## src/rtl/regfile_wb_arbiter.sv

```systemverilog
// Writeback arbiter for the single register-file write port: dbg has strict priority,
// and mem/alu share the port round-robin. It also keeps a saturating count of denied requests.
module regfile_wb_arbiter #(
    parameter int          XLEN       = 64,
    parameter int          REG_ADDR_W = 5,
    parameter int          CNT_W      = 16,
    parameter int unsigned DBG_EN     = 1
) (
    input  logic                  clk,
    input  logic                  rst_n,
    input  logic                  dbg_valid,
    output logic                  dbg_ready,
    input  logic [REG_ADDR_W-1:0] dbg_rd,
    input  logic [XLEN-1:0]       dbg_data,
    input  logic                  mem_valid,
    output logic                  mem_ready,
    input  logic [REG_ADDR_W-1:0] mem_rd,
    input  logic [XLEN-1:0]       mem_data,
    input  logic                  alu_valid,
    output logic                  alu_ready,
    input  logic [REG_ADDR_W-1:0] alu_rd,
    input  logic [XLEN-1:0]       alu_data,
    output logic                  RegWrite,
    output logic [REG_ADDR_W-1:0] WriteReg,
    output logic [XLEN-1:0]       WriteData,
    output logic [CNT_W-1:0]      deny_cnt
);

    typedef enum logic [1:0] {GNT_NONE, GNT_DBG, GNT_MEM, GNT_ALU} grant_e;
    typedef enum logic {RR_ALU, RR_MEM} rr_e;

    localparam logic [CNT_W-1:0] CNT_MAX = {CNT_W{1'b1}};

    rr_e                   rr_q, rr_d;
    grant_e                grant;
    logic                  dbg_req;
    logic                  same_rd;
    logic [REG_ADDR_W-1:0] sel_rd;
    logic [XLEN-1:0]       sel_data;

    logic                  regwrite_q, regwrite_d;
    logic [REG_ADDR_W-1:0] wreg_q, wreg_d;
    logic [XLEN-1:0]       wdata_q, wdata_d;
    logic [CNT_W-1:0]      cnt_q, cnt_d;

    logic [2:0]            req_vec;
    logic [2:0]            rdy_vec;
    logic [2:0]            deny_vec;
    logic [1:0]            deny_inc;
    logic [CNT_W+1:0]      cnt_sum;

    always_comb begin
        dbg_req = (DBG_EN != 0) && dbg_valid;
        // Equal nonzero rd means mem is the older instruction, so it must land first.
        same_rd = (mem_rd == alu_rd) && (mem_rd != '0);
    end

    always_comb begin
        grant = GNT_NONE;
        if (!rst_n) begin
            grant = GNT_NONE;
        end else if (dbg_req) begin
            grant = GNT_DBG;
        end else if (mem_valid && alu_valid) begin
            grant = (same_rd || rr_q == RR_MEM) ? GNT_MEM : GNT_ALU;
        end else if (mem_valid) begin
            grant = GNT_MEM;
        end else if (alu_valid) begin
            grant = GNT_ALU;
        end
    end

    assign dbg_ready = (grant == GNT_DBG);
    assign mem_ready = (grant == GNT_MEM);
    assign alu_ready = (grant == GNT_ALU);

    always_comb begin
        sel_rd   = '0;
        sel_data = '0;
        case (grant)
            GNT_DBG: begin
                sel_rd   = dbg_rd;
                sel_data = dbg_data;
            end
            GNT_MEM: begin
                sel_rd   = mem_rd;
                sel_data = mem_data;
            end
            GNT_ALU: begin
                sel_rd   = alu_rd;
                sel_data = alu_data;
            end
            default: begin
                sel_rd   = '0;
                sel_data = '0;
            end
        endcase
    end

    // Round-robin pointer: dbg grants leave it alone.
    always_comb begin
        rr_d = rr_q;
        case (grant)
            GNT_MEM: rr_d = RR_ALU;
            GNT_ALU: rr_d = RR_MEM;
            default: rr_d = rr_q;
        endcase
    end

    // Writes to x0 are consumed but never reach the register file; the address and data hold.
    always_comb begin
        regwrite_d = (grant != GNT_NONE) && (sel_rd != '0);
        wreg_d     = regwrite_d ? sel_rd : wreg_q;
        wdata_d    = regwrite_d ? sel_data : wdata_q;
    end

    assign req_vec = {dbg_req, mem_valid, alu_valid};
    assign rdy_vec = {dbg_ready, mem_ready, alu_ready};

    generate
        for (genvar gi = 0; gi < 3; gi++) begin : g_deny
            assign deny_vec[gi] = req_vec[gi] & ~rdy_vec[gi];
        end
    endgenerate

    always_comb begin
        deny_inc = {1'b0, deny_vec[0]} + {1'b0, deny_vec[1]} + {1'b0, deny_vec[2]};
        cnt_sum  = (CNT_W+2)'(cnt_q) + (CNT_W+2)'(deny_inc);
        cnt_d    = (cnt_sum > (CNT_W+2)'(CNT_MAX)) ? CNT_MAX : cnt_sum[CNT_W-1:0];
    end

    always_ff @(posedge clk or negedge rst_n) begin
        if (!rst_n) begin
            rr_q       <= RR_ALU;
            regwrite_q <= 1'b0;
            wreg_q     <= '0;
            wdata_q    <= '0;
            cnt_q      <= '0;
        end else begin
            rr_q       <= rr_d;
            regwrite_q <= regwrite_d;
            wreg_q     <= wreg_d;
            wdata_q    <= wdata_d;
            cnt_q      <= cnt_d;
        end
    end

    assign RegWrite  = regwrite_q;
    assign WriteReg  = wreg_q;
    assign WriteData = wdata_q;
    assign deny_cnt  = cnt_q;

endmodule

```

## config.mk

```make
export PLATFORM = sky130hd
export DESIGN_NAME = regfile_wb_arbiter
export DESIGN_NICKNAME = d
export VERILOG_FILES = /design/src/rtl/regfile_wb_arbiter.sv
export SDC_FILE = /design/constraint.sdc
export NUM_CORES = 1
export LEC_CHECK = 0
export BUFFER_PORTS_ARGS = -buffer_cell sky130_fd_sc_hd__buf_2
export CELL_PAD_IN_SITES_DETAIL_PLACEMENT = 0
export CELL_PAD_IN_SITES_GLOBAL_PLACEMENT = 2
export CORE_AREA = 2 2 207 107
export DETAILED_ROUTE_END_ITERATION = 10
export DIE_AREA = 0 0 209 109
export PLACE_DENSITY = 0.9
export RECOVER_POWER = 50
export SLEW_MARGIN = 20
export SYNTH_ARGS = -nofsm -noshare
export SYNTH_HDL_FRONTEND = slang
export SYNTH_SLANG_ARGS = --single-unit
```

## constraint.sdc

```tcl
create_clock -name clk -period 5.7 [get_ports clk]
set_input_delay 0.57 -clock clk [delete_from_list [all_inputs] [get_ports clk]]
set_output_delay 0.57 -clock clk [all_outputs]
set_load 0.05 [all_outputs]
```

# Word level (Yosys, flattened, before mapping)
# Cells that the tools add are included.
# totals
register_bits,87
in_bits,212
# classes
n_eq_ne,4
muxes,10
n_bitwise,6
add_sub_neg,3
magnitude_cmp,1
reduce_logical,8
# op_table
operator,n
64-bit one-hot mux with 3 select lines,1
16-bit by 2-bit adder with 17-bit output,1
"17-bit by 16-bit greater-than comparator with 1-bit output, second input constant",1
16-bit two-way mux,1
5-bit one-hot mux with 3 select lines,1
2-bit two-way mux,5
5-bit nonzero test,2
5-bit equality test,1
"2-bit equality test, second input constant",2
2-bit nonzero test,2
1-bit AND,3
1-bit logical AND,3
1-bit NOT,3
1-bit by 1-bit adder with 2-bit output,1
2-bit by 1-bit adder with 2-bit output,1
"2-bit by 1-bit equality test with 1-bit output, second input constant",1
1-bit one-hot mux with 2 select lines,1
1-bit logical OR,1
1-bit two-way mux,1

# Depth between registers and ports, before layout
# depth
word_depth,15
depth_mapped,19

# Worst setup path after synthesis
# Ideal clock, no wire load.
# synth_timing
path_kind,input -> register
startpoint,in mem_rd[1]
endpoint,reg cnt_q[10] (netlist: deny_cnt[10])
path_stages,19
path_slack_ns,0.960
arrival_time_ns,4.672
n_path_buf,4
path_cell_list,or4_1 -> a21oi_1 -> o21ai_1 -> o21a_1 -> buf_6 -> buf_2 -> buf_1 -> o21ai_0 -> fa_1 -> inv_1 -> ha_1 -> inv_1 -> fa_1 -> nor2_1 -> and3_1 -> nand2_1 -> or3_1 -> clkbuf_1 -> nand2_1
# synth_via
elab_chain_cells,15
word_cells_on_any_way,22
cone_classes,3 x add/sub; 1 x order compare; 4 x eq/ne; 5 x mux; 6 x bitwise; 3 x reduce/logical
# synth_lines
item,line_no,source
"start, declared",17,"input logic [REG_ADDR_W-1:0] mem_rd,"
5-bit equality test or 5-bit nonzero test (tied branches),55,same_rd = (mem_rd == alu_rd) && (mem_rd != '0);
1-bit logical AND *,55,
1-bit logical OR *,65,grant = (same_rd || rr_q == RR_MEM) ? GNT_MEM : GNT_ALU;
1-bit two-way mux *,65,
2-bit two-way mux *,64,end else if (mem_valid && alu_valid) begin
2-bit two-way mux *,62,end else if (dbg_req) begin
2-bit two-way mux *,60,if (!rst_n) begin
"2-bit equality test, on equally long branches","75, 74",
1-bit NOT,122,assign deny_vec[gi] = req_vec[gi] & ~rdy_vec[gi];
1-bit AND,122,
1-bit by 1-bit adder with 2-bit output,127,"deny_inc = {1'b0, deny_vec[0]} + {1'b0, deny_vec[1]} + {1'b0, deny_vec[2]};"
2-bit by 1-bit adder with 2-bit output *,127,
16-bit by 2-bit adder with 17-bit output *,128,cnt_sum = (CNT_W+2)'(cnt_q) + (CNT_W+2)'(deny_inc);
17-bit by 16-bit greater-than comparator with 1-bit output,129,cnt_d = (cnt_sum > (CNT_W+2)'(CNT_MAX)) ? CNT_MAX : cnt_sum[CNT_W-1:0];
16-bit two-way mux *,129,
named net cnt_d[10],44,"logic [CNT_W-1:0] cnt_q, cnt_d;"
"end signal, assigned",144,cnt_q <= cnt_d;
"end, declared",44,
# Mark *: on every way through the listed nets, which the timed path passes. The rest lies on a longest branch.
# A chain may end at the register's enable or synchronous reset.

# Worst setup path after layout
# layout_timing
startpoint,in mem_rd[1]
endpoint,reg cnt_q[5] (netlist: deny_cnt[5])
# The elaborated chain is that of the path after synthesis.

==> run summary <==
Reg2reg setup slack -> 2040 ps
Hold_ws -> 466 ps
Worst slew pin tran -> 2950 ps
Synth area leader -> dfrtp_1
Final Net Count -> 1014
Postcts setup bufs -> 0
Overall Power -> 2.50 mW
Critical Path Max Stage Delay -> 570 ps
Mapped cell area -> 5190 µm²
Grt total ovfl -> 0
Clk Latency, worst-skew pair -> 340 ps
Outcome -> complete, but fails checks
Synth Area in Simple Gates -> 0.110
Top_reg_cell synth -> dfrtp_1
Drt total wl -> 18600 µm
Global-route wire length before repair -> 28000 µm
CP Class -> in -> reg
Vias after detailed routing -> 4894
Post-synthesis adder-cell area fraction -> 0.0125
Worst Setup SP -> mem_rd[1]
Final instance area -> 7200 µm²
Die Span Y -> 109 µm
Worst hold stages -> 3
Crit path cell chain -> buf_2, or4_1, a21oi_1, o21ai_1, o21a_4, o21ai_0, fa_1, inv_1, ha_1, inv_1, fa_1, nor2_1, and3_1, nand2_1, or3_1, o21ai_0
Synth cell count leaders -> dfrtp_1, nand2_1, o21ai_0
Max Freq -> 0.235 GHz
Post-synth EDFFs -> 0
Via count normalized by instance count -> 4.51
Final max-slew violation count -> 52
Row cnt -> 38
Number of buffers created by CTS -> 9
Tcrit/Tclk final -> 0.747
Failing checks -> capacitance limit, slew limit
Share of cells above drive strength 1 -> 0.371
Worst Reg-to-Reg Cells -> 14
Detailed Place HPWL -> 14300 µm
Setup TNS -> 0 ps
Number of hold buffers added after CTS -> 0
Top-area cell type share of the netlist area -> 0.419
PnR worst setup slack -> 1440 ps
Starting Density -> 0.245
Clock Skews -> 11.1 ps
DR pass1 iterations -> 4
Avg WL per Cell -> 17.1 µm
DP Area -> 6960 µm²
Ys async rst share -> 1.00
Pre-CTS WS -> 1120 ps
PwrDens -> 348 nW/µm²
R2R Path Start -> rr_q$_DFFE_PN0P_
Slew headroom -> -0.967
Post-synthesis average cell area -> 10.2 µm²
Worst r2r dst -> deny_cnt[5]$_DFF_PN0_
PortBufs -> 300
DRC -> 0
Vias in the first global route -> 4791
Mux share of post-synthesis cell area -> 0.286
Maxcap violations -> 1
Sink of the worst hold path -> WriteReg[4]$_DFFE_PN0P_
Beginning of the worst hold path -> dbg_rd[4]
Clock Tree Root -> clkbuf_16
CP Data Arrival Time -> 4510 ps
Ports -> 301
Lkg Pwr -> 3.70 nW
CTS tree -> done
CP top delay family -> simple AND/OR/NAND/NOR gates
Crit end category -> flop
Seq/Total Area, Yosys -> 0.419
RePlAce Congestion -> 0.844
Synth Area in XOR/XNOR -> 0.0236
Initial antenna violation count -> 8
Initial DRC count -> 297
Area delta synth->final -> 38.8%
Final Hold Fails -> 0
Synth Instances -> 510
H-tree depth -> 3
CP required -> 5950 ps
Area of the die -> 22800 µm²
Util after Layout -> 0.340
CTS clk-pin slew, worst paths -> 70 ps
Clock power frac -> 0.270
Worst min path class -> in -> reg
Clock Path Buffers -> 2
Int Power -> 1.46 mW
Tmin final -> 4260 ps
Post-Synthesis Net Count -> 726
Peak supply drop -> 0.202 mV
Combinational Power Share -> 0.403
Core box area -> 21200 µm²
Clk sinks -> 87
Area contributors post-synth -> dfrtp_1, mux2i_1, mux2_2
Synthesis-stage register bit count -> 87
Compound-Gate Fraction of Synth Area -> 0.110
P_sw -> 1.04 mW
Setup-failing EPs final -> 0
Buf+Inv Stages, Crit Path -> 3
Critical path peak fanout -> 13
Filler cells -> 2245
Total track usage -> 0.162
CP max-delay cell -> or4_1
CTS resizes -> 0
Yosys warns -> 0
Largest family of logic cells by synthesized area -> multiplexers
Chip Width -> 209 µm
Placed cells -> 1067
Largest net degree at the start of global routing -> 73
Post-route antenna net violation count -> 0
Switch share -> 0.417
Cell variety after synth -> 49
Sequential share of power -> 0.328
RSZ-0062 raised after global routing -> no
Non-Filler Instances -> 1086
Most frequent cell after synthesis -> dfrtp_1
Startpoint type of the worst setup path -> primary input
## placed cells by master, fill, tap and decap left out, drive strengths merged, types with 4 or more instances in the layout
cell | netlist | final
buf | 10 | 228
clkbuf | 21 | 90
dfrtp | 87 | 87
nand2 | 86 | 86
o21ai | 72 | 72
mux2 | 67 | 67
mux2i | 66 | 66
nor2 | 12 | 12
inv | 11 | 11
xnor2 | 10 | 10
a21oi | 6 | 6
nor2b | 5 | 5
nand3 | 5 | 5
nand2b | 4 | 4
and3 | 4 | 4
xor2 | 4 | 4
## flip-flops by register name, summed over array words and instances (netlist names)
name	count
deny_cnt	16
WriteReg	5
RegWrite	1
rr_q	1
WriteData	64
## final cells by class
cell class	count	area, µm²	area share
clock inverter	6	109	0.0151
clock buffer	10	229	0.0318
multi-input combinational	381	2830	0.393
antenna	3	7.51	0.00104
tap	280	350	0.0486
timing repair buffer	308	1460	0.203
inverter	11	41.3	0.00573
sequential	87	2180	0.302
## metal layers
| metal | GRT usage | wire, µm | vias up |
|---|---|---|---|
| li1 | - | - | 2384 |
| met1 | 0.224 | 8950 | 2285 |
| met2 | 0.236 | 7590 | 199 |
| met3 | 0.0726 | 1850 | 18 |
| met4 | 0.0230 | 108 | 8 |
| met5 | 0 | 54 | - |
## how the worst max path moves through the flow
stage	to	slack, ps	cells after the start
3_5_place_dp	deny_cnt[5]$_DFF_PN0_	1120	16
4_1_cts	deny_cnt[5]$_DFF_PN0_	1480	16
3_3_place_gp	deny_cnt[5]$_DFF_PN0_	1170	16
6_report	deny_cnt[5]$_DFF_PN0_	1440	16
2_1_floorplan	deny_cnt[10]$_DFF_PN0_	960	19
5_1_grt	deny_cnt[5]$_DFF_PN0_	1200	16
## worst reg2reg max path: cells and delay by family, from the launching register on
kind / cells / cell delay (ps)
AND/OR/NAND/NOR: 4 / 1100
AO/OA/AOI/OAI: 4 / 760
buffers and inverters: 3 / 240
adder cells (fa/ha/maj): 3 / 1040
flip-flops: 1 / 410
## power groups by stage
| stage | clock, mW | combinational, mW | sequential, mW |
|---|---|---|---|
| after floorplan | 0 | 0.347 | 1.21 |
| after global placement | 0 | 1.05 | 0.825 |
| after detailed placement | 0 | 1.05 | 0.826 |
| after CTS | 0.703 | 1.05 | 0.818 |
| after global routing | 0.731 | 1.08 | 0.836 |
| final | 0.676 | 1.01 | 0.821 |
## logic make-up (layout without fill, tap and decap cells)
family / after synthesis / count (layout)
buf+inv: 42 / 335
compound gates: 99 / 99
other cells: 0 / 3
flops: 87 / 87
fa+ha+maj: 4 / 4
simple gates: 131 / 131
mux: 133 / 133
xor+xnor: 14 / 14
Note: power is estimated with default switching activity, not from simulation.
